<file path="src/rtl/mux_rr_sel_arbiter_pkg.sv">
// -----------------------------------------------------------------------------
// mux_sel_pkg
// Shared definitions for the 4:1 mux select arbiter and its helpers:
//   - arb_state_e  : arbiter state encoding (IDLE / GRANT)
//   - N_CH, SEL_W  : channel count and select width
//   - *_DEF        : default timing parameters for the arbiter
//   - sel_to_onehot: converts a select index into a one-hot grant vector
// -----------------------------------------------------------------------------
package mux_sel_pkg;

  typedef enum logic {
    IDLE  = 1'b0,
    GRANT = 1'b1
  } arb_state_e;

  localparam int N_CH  = 4;
  localparam int SEL_W = 2;

  localparam int HOLD_CYCLES_DEF = 4;
  localparam int TIMEOUT_DEF     = 15;
  localparam int CNT_W_DEF       = 4;

  function automatic logic [N_CH-1:0] sel_to_onehot(input logic [SEL_W-1:0] sel);
    logic [N_CH-1:0] oh;
    oh      = '0;
    oh[sel] = 1'b1;
    return oh;
  endfunction

endpackage

</file>
<file path="src/rtl/mux_rr_sel_arbiter_if.sv">
// -----------------------------------------------------------------------------
// mux_rr_sel_arbiter_if
// Bundles the request/consume handshake and the registered mux-select outputs.
//   req[3:0]  : per-source request, bit i maps to mux input Ii
//   done      : consumer finished with the current source
//   S1, S0    : mux select pair
//   grant[3:0]: one-hot grant, zero when idle
//   out_valid : mux output is meaningful
//   timeout   : one-cycle pulse after a forced release
// Modports:
//   master : the arbiter side (drives selects/grant/status)
//   slave  : the requester/consumer side (drives req/done)
// -----------------------------------------------------------------------------
interface mux_rr_sel_arbiter_if;
  import mux_sel_pkg::*;

  logic [N_CH-1:0] req;
  logic            done;
  logic            S0;
  logic            S1;
  logic [N_CH-1:0] grant;
  logic            out_valid;
  logic            timeout;

  modport master (
    input  req,
    input  done,
    output S0,
    output S1,
    output grant,
    output out_valid,
    output timeout
  );

  modport slave (
    output req,
    output done,
    input  S0,
    input  S1,
    input  grant,
    input  out_valid,
    input  timeout
  );

endinterface

</file>
<file path="src/rtl/mux_rr_sel_arbiter_rr_pick4.sv">
// -----------------------------------------------------------------------------
// rr_pick4
// Combinational 4-way round-robin picker.
//   req[3:0]  in  : request vector
//   last[1:0] in  : index served most recently (lowest priority this round)
//   any       out : at least one request is set
//   win[1:0]  out : first set request scanning upward from last+1, modulo 4
// -----------------------------------------------------------------------------
module rr_pick4
  import mux_sel_pkg::*;
(
  input  logic [N_CH-1:0]  req,
  input  logic [SEL_W-1:0] last,
  output logic             any,
  output logic [SEL_W-1:0] win
);

  // rot[k] is the request of channel last+1+k, so rot[0] is highest priority
  // and rot[N_CH-1] is the last-served channel itself.
  logic [N_CH-1:0]  rot;
  logic [SEL_W-1:0] offset;

  genvar gi;
  generate
    for (gi = 0; gi < N_CH; gi++) begin : g_rot
      assign rot[gi] = req[SEL_W'(last + SEL_W'(gi + 1))];
    end
  endgenerate

  // Scan from the lowest priority upward so the lowest set position wins.
  always_comb begin
    offset = '0;
    for (int i = N_CH - 1; i >= 0; i--) begin
      if (rot[i]) begin
        offset = SEL_W'(i);
      end
    end
  end

  assign any = |req;
  assign win = SEL_W'(last + offset + SEL_W'(1));

endmodule

</file>
<file path="src/rtl/mux_rr_sel_arbiter.sv">
// -----------------------------------------------------------------------------
// mux_rr_sel_arbiter
// Round-robin arbiter that drives the select pair of a 4:1 bit multiplexer.
// A winning source keeps the mux until it withdraws its request, the
// consumer signals done after the minimum hold time, or the grant ages out.
// Ports:
//   clk    : rising-edge clock
//   rst_n  : synchronous active-low reset
//   bus    : mux_rr_sel_arbiter_if.master (req/done in; S1/S0, grant,
//            out_valid, timeout out -- all outputs registered)
// Parameters:
//   HOLD_CYCLES : minimum grant length before done is honoured (>=1)
//   TIMEOUT     : grant length at which release is forced (> HOLD_CYCLES)
//   CNT_W       : grant-age counter width, 2**CNT_W > TIMEOUT
// -----------------------------------------------------------------------------
module mux_rr_sel_arbiter
  import mux_sel_pkg::*;
#(
  parameter int HOLD_CYCLES = HOLD_CYCLES_DEF,
  parameter int TIMEOUT     = TIMEOUT_DEF,
  parameter int CNT_W       = CNT_W_DEF
) (
  input  logic                 clk,
  input  logic                 rst_n,
  mux_rr_sel_arbiter_if.master bus
);

  arb_state_e       state_q,   state_d;
  logic [SEL_W-1:0] sel_q,     sel_d;
  logic [SEL_W-1:0] last_q,    last_d;
  logic [N_CH-1:0]  grant_q,   grant_d;
  logic             valid_q,   valid_d;
  logic             timeout_q, timeout_d;
  logic [CNT_W-1:0] cnt_q,     cnt_d;

  logic [SEL_W-1:0] pick_last;
  logic [SEL_W-1:0] win;
  logic             any_req;
  logic             withdraw;
  logic             hit_timeout;
  logic             hit_done;
  logic             release_now;

  // While granting, the picker only matters in a release cycle, where the
  // current channel becomes the last-served one. Kept outside the main
  // always_comb so the picker does not form an apparent loop with it.
  assign pick_last = (state_q == GRANT) ? sel_q : last_q;

  rr_pick4 u_pick (
    .req  (bus.req),
    .last (pick_last),
    .any  (any_req),
    .win  (win)
  );

  assign withdraw    = ~bus.req[sel_q];
  assign hit_timeout = (cnt_q == CNT_W'(TIMEOUT - 1));
  assign hit_done    = bus.done && (cnt_q >= CNT_W'(HOLD_CYCLES - 1));
  assign release_now = withdraw | hit_timeout | hit_done;

  always_comb begin
    state_d   = state_q;
    sel_d     = sel_q;
    last_d    = last_q;
    grant_d   = grant_q;
    valid_d   = valid_q;
    timeout_d = 1'b0;
    cnt_d     = cnt_q;

    case (state_q)
      IDLE: begin
        // Selects keep their old value so the mux does not glitch.
        grant_d = '0;
        valid_d = 1'b0;
        cnt_d   = '0;
        if (any_req) begin
          state_d = GRANT;
          sel_d   = win;
          grant_d = sel_to_onehot(win);
          valid_d = 1'b1;
        end
      end

      GRANT: begin
        if (cnt_q != CNT_W'(TIMEOUT)) begin
          cnt_d = cnt_q + CNT_W'(1);
        end
        if (release_now) begin
          last_d = sel_q;
          cnt_d  = '0;
          // A withdrawal wins over an expiring grant: no pulse then.
          timeout_d = hit_timeout & ~withdraw;
          if (any_req) begin
            // Back-to-back hand-over; out_valid stays high.
            sel_d   = win;
            grant_d = sel_to_onehot(win);
            valid_d = 1'b1;
          end else begin
            state_d = IDLE;
            grant_d = '0;
            valid_d = 1'b0;
          end
        end
      end

      default: begin
        state_d = IDLE;
        grant_d = '0;
        valid_d = 1'b0;
      end
    endcase
  end

  always_ff @(posedge clk) begin
    if (!rst_n) begin
      state_q   <= IDLE;
      sel_q     <= '0;
      last_q    <= SEL_W'(N_CH - 1);
      grant_q   <= '0;
      valid_q   <= 1'b0;
      timeout_q <= 1'b0;
      cnt_q     <= '0;
    end else begin
      state_q   <= state_d;
      sel_q     <= sel_d;
      last_q    <= last_d;
      grant_q   <= grant_d;
      valid_q   <= valid_d;
      timeout_q <= timeout_d;
      cnt_q     <= cnt_d;
    end
  end

  assign bus.S1        = sel_q[1];
  assign bus.S0        = sel_q[0];
  assign bus.grant     = grant_q;
  assign bus.out_valid = valid_q;
  assign bus.timeout   = timeout_q;

endmodule

</file>
<file path="src/flat_wrapper.sv">
// flat-port wrapper written by rule: the top's interface ports become plain ports
module mux_rr_sel_arbiter_flat import mux_sel_pkg::*;
#(
  parameter int HOLD_CYCLES = HOLD_CYCLES_DEF,
  parameter int TIMEOUT     = TIMEOUT_DEF,
  parameter int CNT_W       = CNT_W_DEF
)
  (clk, rst_n, bus_req, bus_done, bus_S0, bus_S1, bus_grant, bus_out_valid, bus_timeout);
  mux_rr_sel_arbiter_if bus_i ();
  input  logic clk;
  input  logic rst_n;
  input wire logic [$bits(bus_i.req)-1:0] bus_req;
  input wire logic [$bits(bus_i.done)-1:0] bus_done;
  output wire logic [$bits(bus_i.S0)-1:0] bus_S0;
  output wire logic [$bits(bus_i.S1)-1:0] bus_S1;
  output wire logic [$bits(bus_i.grant)-1:0] bus_grant;
  output wire logic [$bits(bus_i.out_valid)-1:0] bus_out_valid;
  output wire logic [$bits(bus_i.timeout)-1:0] bus_timeout;
  assign bus_i.req = bus_req;
  assign bus_i.done = bus_done;
  assign bus_S0 = bus_i.S0;
  assign bus_S1 = bus_i.S1;
  assign bus_grant = bus_i.grant;
  assign bus_out_valid = bus_i.out_valid;
  assign bus_timeout = bus_i.timeout;
  mux_rr_sel_arbiter #(.HOLD_CYCLES(HOLD_CYCLES), .TIMEOUT(TIMEOUT), .CNT_W(CNT_W)) u_core (.clk(clk), .rst_n(rst_n), .bus(bus_i));
endmodule
</file>
<file path="config.mk">
export PLATFORM = sky130hd
export DESIGN_NAME = mux_rr_sel_arbiter_flat
export DESIGN_NICKNAME = d
export VERILOG_FILES = /design/src/rtl/mux_rr_sel_arbiter_pkg.sv /design/src/rtl/mux_rr_sel_arbiter_if.sv /design/src/rtl/mux_rr_sel_arbiter_rr_pick4.sv /design/src/rtl/mux_rr_sel_arbiter.sv /design/src/flat_wrapper.sv
export SDC_FILE = /design/constraint.sdc
export NUM_CORES = 1
export LEC_CHECK = 0
export ABC_AREA = 1
export CAP_MARGIN = 30
export CORE_ASPECT_RATIO = 0.7
export CORE_MARGIN = 1.5
export CORE_UTILIZATION = 40
export DETAILED_ROUTE_END_ITERATION = 7
export RECOVER_POWER = 100
export SLEW_MARGIN = 40
export SYNTH_ARGS = -nofsm -noshare
export SYNTH_HDL_FRONTEND = slang
export SYNTH_HIERARCHICAL = 1
export SYNTH_SLANG_ARGS = --single-unit
export TNS_END_PERCENT = 100
</file>
<file path="constraint.sdc">
create_clock -name clk -period 2.65 [get_ports clk]
set_input_delay 0.265 -clock clk [delete_from_list [all_inputs] [get_ports clk]]
set_output_delay 0.265 -clock clk [all_outputs]
set_load 0.01 [all_outputs]
</file>
==> qor.txt, run 1 <==
Seq/Total Area, Yosys -> 0.296
Worst IR Drop VDD -> 490 uV
Total power -> 1.14 mW
Post-Route Hold Slack -> 0.490 ns
Worst Hold Class -> register to register
Synthesized cell area -> 1020 um^2
Die X -> 63.2 um
Netlist cell types -> 19
CP endpoint kind -> register
Row Count -> 15
Most used cell, CP -> nand2_1
Synthesis Warnings -> 6
Adder-Cell Fraction of Synth Area -> 0.0369
Post-synth EDFFs -> 0
Post-route ant nets -> 0
Count leader, synth -> nand2_1
Multiplexer share of the synthesized area -> 0
First-pass GRT wire length -> 3.77 mm
CTS tree -> built
Slew @ Worst Pin -> 0.358 ns
Worst path max stage delay -> 0.38 ns
PD cells -> 910 nW/um^2
Synth top area share -> 0.296
Worst r2r src -> u_core/sel_q[1]$_SDFFE_PN0P_
CORE AREA -> 2440 um^2
Post-Route Utilization -> 0.515
Top_reg_cell synth -> dfxtp_1
Largest net degree at the start of global routing -> 12
Synth area leader -> dfxtp_1
CTS max path bufs -> 2
Sink Count -> 15
Vias per cell -> 4.65
Largest cells by area after synthesis -> dfxtp_1 30%, nand2_1 25%, nand3_1 8.4%
Slew Viols, Final -> 0
Worst clock skew -> 0.000841 ns
Maxcap violations -> 0
Via count -> 1046
Data required time of the critical path -> 2.86 ns
Final Critical Period -> 2.39 ns
CTS Root Cell -> clkbuf_4
Placed insts -> 219
Fin. Hold Viols -> 0
Hold depth -> 2
Unrepaired setup endpoints after global routing -> no
Initial antenna violation count -> 0
Fin nets -> 202
# DRC -> 0
Die area -> 2860 um^2
Area of all placed cells without fillers -> 1260 um^2
Number of global-route vias before repair -> 864
Post-synthesis xor/xnor area fraction -> 0.0172
CTS Buf Count -> 3
Worst Path Arrival -> 2.60 ns
Starting density of the core -> 0.416
Post-Synth Simple-Gate Area -> 0.443
Max Clock Freq -> 419 MHz
Diode count -> 0
Post-synth top cells -> 69 x nand2_1, 22 x inv_1, 17 x nand3_1
Non-Filler Instances -> 225
Layout cells sized above 1 -> 0.126
# port buffers -> 14
Worst flop-to-flop path endpoint -> u_core/bus.grant[2]$_SDFFE_PN0P_
Crit Path Max Fanout -> 6
Boundary Pins -> 15
First-pass iteration count of the detailed router -> 4
# hold bufs at CTS -> 0
Syn Inst Count -> 170
Total routed wirelength -> 2.28 mm
Min-delay src -> u_core/last_q[1]$_SDFFE_PN1P_
Clock transition at the registers of the reported paths -> 0.08 ns
Max H-tree Level -> 1
CP max-delay cell -> dfxtp_4
Hold Path End -> u_core/last_q[1]$_SDFFE_PN1P_
Worst-Skew Late Latency -> 0.28 ns
Worst Setup Slack, final -> 0.264 ns
All-Layer GR Usage -> 0.172
Worst reg2reg setup slack -> 0.26 ns
Reg2Reg Depth -> 19
Asr flop ratio synth -> 0
Setup TNS -> 0 ns
Remaining global-route overflow -> 0
Total of fill cells in the finished design -> 256
Period utilisation layout -> 0.900
Die height -> 45.2 um
WS Path Type -> register to register
Main combinational cell family by area after synthesis -> simple AND/OR/NAND/NOR gates
Per-cell routed wire length -> 10.1 um
Mapped Nets -> 180
CP Cell Sequence -> inv_1, o21ai_2, buf_4, inv_2, nand2_1, nand2_1, nand2_1, nand2_1, o21bai_1, ha_1, xor2_2, inv_1, nand3_1, nand2_1, inv_1, inv_1, nor3_1, nand2_1, a21oi_1
Post-DP Area -> 1190 um^2
Outcome -> complete, no violations
Setup-failing EPs final -> 0
Initial drt markers -> 52
Gp weighted congestion -> 0.824
P_leak -> 0.680 nW
Area Growth Syn to Fin -> 23.8%
Dpl hpwl -> 1.80 mm
Seq cells post-synth -> 15
Slew HR -> 0.761
Syn avg cell area -> 5.98 um^2
Compound-gate portion of the synthesized area -> 0.0788
Worst slack, placed -> 0.104 ns
Crit start category -> register
==> critical path: cells and delay by family (launching register included) <==
kind	cells	cell delay, ns
fa+ha+maj	1	0.21
compound gates	3	0.46
buf+inv	6	0.50
simple gates	8	0.63
flops	1	0.38
xor+xnor	1	0.15
==> state kept, by name, summed over array words and instances (netlist names) <==
register              flops
u_core/sel_q              2
u_core/cnt_q              4
u_core/bus.grant          4
u_core/state_q            1
u_core/bus.timeout        1
u_core/bus.out_valid      1
u_core/last_q             2
==> metal layers <==
metal  part of all wire  global-route usage  wire length (um)
met5                  0                   0                 0
met4             0.0053              0.0391                12
met3              0.041              0.0623                93
met2               0.38               0.232               862
met1               0.58               0.259              1310
==> power breakdown <==
| group | total, mW | internal (mW) | switching [mW] |
|---|---|---|---|
| registers | 0.330 | 0.291 | 0.0389 |
| clock network | 0.128 | 0.0585 | 0.0692 |
| logic | 0.686 | 0.282 | 0.404 |
| total | 1.14 | 0.632 | 0.512 |
==> cells by family after synthesis <==
family / count (synthesis)
buffers and inverters: 28
and+or+nand+nor: 107
xor gates and xnor gates: 2
DFF: 15
AOI/OAI and AO/OA: 15
adders and majority gates: 3
==> layout by cell type, fill, tap and decap left out, types with 4 or more instances in the layout <==
master	count
o21ai_0	4
nor2_1	10
buf_4	4
nand2_1	69
a21oi_1	7
inv_1	21
dfxtp_1	13
dlygate4sd3_1	8
clkdlybuf4s50_1	6
nand3_1	17
==> cell type report <==
type	instances	area, um^2	area share
Clock buffer	4	26.3	0.0209
Tap cell	34	42.5	0.0338
Timing Repair Buffer	20	186	0.148
Sequential cell	15	305	0.243
Multi-Input combinational cell	127	601	0.478
Inverter	25	96.3	0.0766
==> repair_timing <==
| item | CTS | global route |
|---|---|---|
| endpoints found under the setup margin | 0 | 5 |
| resized for setup | 0 | 11 |
| setup buffers | 0 | 1 |
==> how the worst max path moves through the flow <==
stage | slack (ns) | to | start
after floorplan | 0.18 | u_core/bus.grant[2]$_SDFFE_PN0P_ | u_core/sel_q[1]$_SDFFE_PN0P_
after global placement | 0.08 | u_core/bus.grant[2]$_SDFFE_PN0P_ | u_core/sel_q[1]$_SDFFE_PN0P_
after detailed placement | 0.10 | u_core/bus.grant[2]$_SDFFE_PN0P_ | u_core/sel_q[1]$_SDFFE_PN0P_
after CTS | 0.05 | u_core/bus.grant[2]$_SDFFE_PN0P_ | u_core/sel_q[1]$_SDFFE_PN0P_
after global routing | 0.01 | u_core/bus.grant[2]$_SDFFE_PN0P_ | u_core/sel_q[1]$_SDFFE_PN0P_
final | 0.26 | u_core/bus.grant[2]$_SDFFE_PN0P_ | u_core/sel_q[1]$_SDFFE_PN0P_
Power figures use the tool's default switching activity.
==> inputs of run 2 (changes only) <==
--- a/config.mk
+++ b/config.mk
@@ -10,9 +10,9 @@
 export CORE_ASPECT_RATIO = 0.7
 export CORE_MARGIN = 1.5
 export CORE_UTILIZATION = 40
+export CTS_CLUSTER_SIZE = 16
 export DETAILED_ROUTE_END_ITERATION = 7
 export RECOVER_POWER = 100
-export SLEW_MARGIN = 40
 export SYNTH_ARGS = -nofsm -noshare
 export SYNTH_HDL_FRONTEND = slang
 export SYNTH_HIERARCHICAL = 1
==> results of run 2 <==
Final layout, timing and power as in run 1 (identical DEF).
==> inputs of run 3 (changes only) <==
--- a/config.mk
+++ b/config.mk
@@ -7,11 +7,11 @@
 export LEC_CHECK = 0
 export ABC_AREA = 1
 export CAP_MARGIN = 30
-export CORE_ASPECT_RATIO = 0.7
 export CORE_MARGIN = 1.5
-export CORE_UTILIZATION = 40
+export CORE_UTILIZATION = 50
 export CTS_CLUSTER_SIZE = 16
 export DETAILED_ROUTE_END_ITERATION = 7
+export PLACE_DENSITY = 0.74
 export RECOVER_POWER = 100
 export SYNTH_ARGS = -nofsm -noshare
 export SYNTH_HDL_FRONTEND = slang
==> run 3 against run 2 <==
Core utilization is 12 points higher. Setup slack better by 0.034 ns. Non-clock buffer count is 1 lower. Clock skew is 0.00057 ns higher.
==> qor.txt, run 3 (synthesis results as in run 1) <==
Area of all placed cells without fillers -> 1240 um^2
Max H-tree Level -> 1
CORE AREA -> 1940 um^2
Post-route ant nets -> 0
Most frequent cells in the layout -> 69 x nand2_1, 20 x inv_1, 17 x nand3_1, 13 x dfxtp_1, 11 x nor2_1
Clock transition at the registers of the reported paths -> 0.09 ns
CP Cell Sequence -> inv_2, o21ai_2, clkdlybuf4s15_2, nand2_1, nand2_1, nand2_1, nand2_1, o21bai_1, ha_2, xor2_2, inv_1, nand3_1, nand2_1, inv_2, inv_1, nor3_1, nand2_1, a21oi_1
Fin. Hold Viols -> 0
Initial antenna violation count -> 0
Fin nets -> 201
Reg2Reg Depth -> 18
Post-Route Utilization -> 0.639
Initial drt markers -> 36
Worst clock skew -> 0.00141 ns
Final Critical Period -> 2.35 ns
P_leak -> 0.673 nW
Per-cell routed wire length -> 9.84 um
CTS max path bufs -> 2
Remaining global-route overflow -> 0
Total of fill cells in the finished design -> 196
Sink Count -> 15
CP max-delay cell -> dfxtp_4
WP depth -> 18
CTS tree -> built
Dpl hpwl -> 1.65 mm
Row Count -> 16
Worst Path Arrival -> 2.59 ns
Hold depth -> 2
CTS Root Cell -> clkbuf_4
Die area -> 2310 um^2
CP bufs+invs -> 5
Slew HR -> 0.770
Placed insts -> 211
Crit Path Max Fanout -> 7
Worst slack, placed -> 0.113 ns
First-pass iteration count of the detailed router -> 6
Slew Viols, Final -> 0
# DRC -> 0
CP top delay family -> simple AND/OR/NAND/NOR gates
Die height -> 48.1 um
Vias per cell -> 4.93
Worst path max stage delay -> 0.39 ns
Setup TNS -> 0 ns
Worst-Skew Late Latency -> 0.30 ns
Max Clock Freq -> 425 MHz
Via count -> 1069
All-Layer GR Usage -> 0.208
Diode count -> 0
Worst Setup Slack, final -> 0.298 ns
WS Path Type -> register to register
Data required time of the critical path -> 2.88 ns
Area Growth Syn to Fin -> 22.2%
Worst Hold Class -> register to register
Outcome -> complete, no violations
Slew @ Worst Pin -> 0.345 ns
Gp weighted congestion -> 0.867
Unrepaired setup endpoints after global routing -> no
Most used cell, CP -> nand2_1
CP endpoint kind -> register
Post-DP Area -> 1180 um^2
Largest net degree at the start of global routing -> 12
Crit start category -> register
# port buffers -> 14
Starting density of the core -> 0.523
Die X -> 48.1 um
Setup-failing EPs final -> 0
Maxcap violations -> 0
Commonest non-fill, non-tap cell in the layout -> nand2_1
CTS Buf Count -> 3
# hold bufs at CTS -> 0
Total routed wirelength -> 2.14 mm
First-pass GRT wire length -> 3.42 mm
Worst IR Drop VDD -> 500 uV
Layout cells sized above 1 -> 0.126
Number of global-route vias before repair -> 850
Non-Filler Instances -> 217
Period utilisation layout -> 0.887
PD cells -> 911 nW/um^2
Boundary Pins -> 15
-- run 3: routing by layer --
layer | vias to the layer above | routed length, um | global-route usage
li1 | 573 | - | -
met1 | 460 | 1050 | 0.295
met2 | 34 | 916 | 0.309
met4 | 0 | 21 | 0.0486
met3 | 2 | 143 | 0.0642
met5 | - | 0 | 0
-- run 3: path summary, 6_finish.rpt --
check	start	to	slack, ns
min	u_core/last_q[0]$_SDFFE_PN1P_	u_core/last_q[0]$_SDFFE_PN1P_	0.49
min reg2reg	u_core/last_q[0]$_SDFFE_PN1P_	u_core/last_q[0]$_SDFFE_PN1P_	0.49
max reg2reg	u_core/sel_q[0]$_SDFFE_PN0P_	u_core/bus.grant[2]$_SDFFE_PN0P_	0.30
max	u_core/sel_q[0]$_SDFFE_PN0P_	u_core/bus.grant[2]$_SDFFE_PN0P_	0.30
-- run 3: repair_timing --
action,CTS,global route
gates resized for setup,0,9
buffers inserted,0,1
endpoints found under the setup margin,0,5
-- run 3: metrics by stage --
stage / power, mW / hold WS, ns
finish: 1.13 / 0.487
global route: 1.26 / 0.503
floorplan: 0.796 / 0.442
global placement: 0.958 / 0.457
detailed placement: 0.976 / 0.473
CTS: 1.12 / 0.496
-- run 3: layout make-up --
type	instances	area, um^2	share of cell area
inverter	25	96.3	0.0776
timing repair buffer	19	181	0.146
clock buffer	3	22.5	0.0181
multi-input combinational	127	597	0.481
tap	27	33.8	0.0272
clock inverter	1	5.00	0.00403
sequential	15	305	0.246
-- run 3: tightest hold or removal path: stages (launching register included) --
cell and delay, ns:
dfxtp_1 0.34, nand2_1 0.05, nand3_1 0.07
-- run 3: power by group --
| group | switching, mW | internal, mW | total [mW] |
|---|---|---|---|
| registers | 0.0448 | 0.292 | 0.337 |
| clock network | 0.0778 | 0.0564 | 0.134 |
| logic | 0.383 | 0.276 | 0.660 |
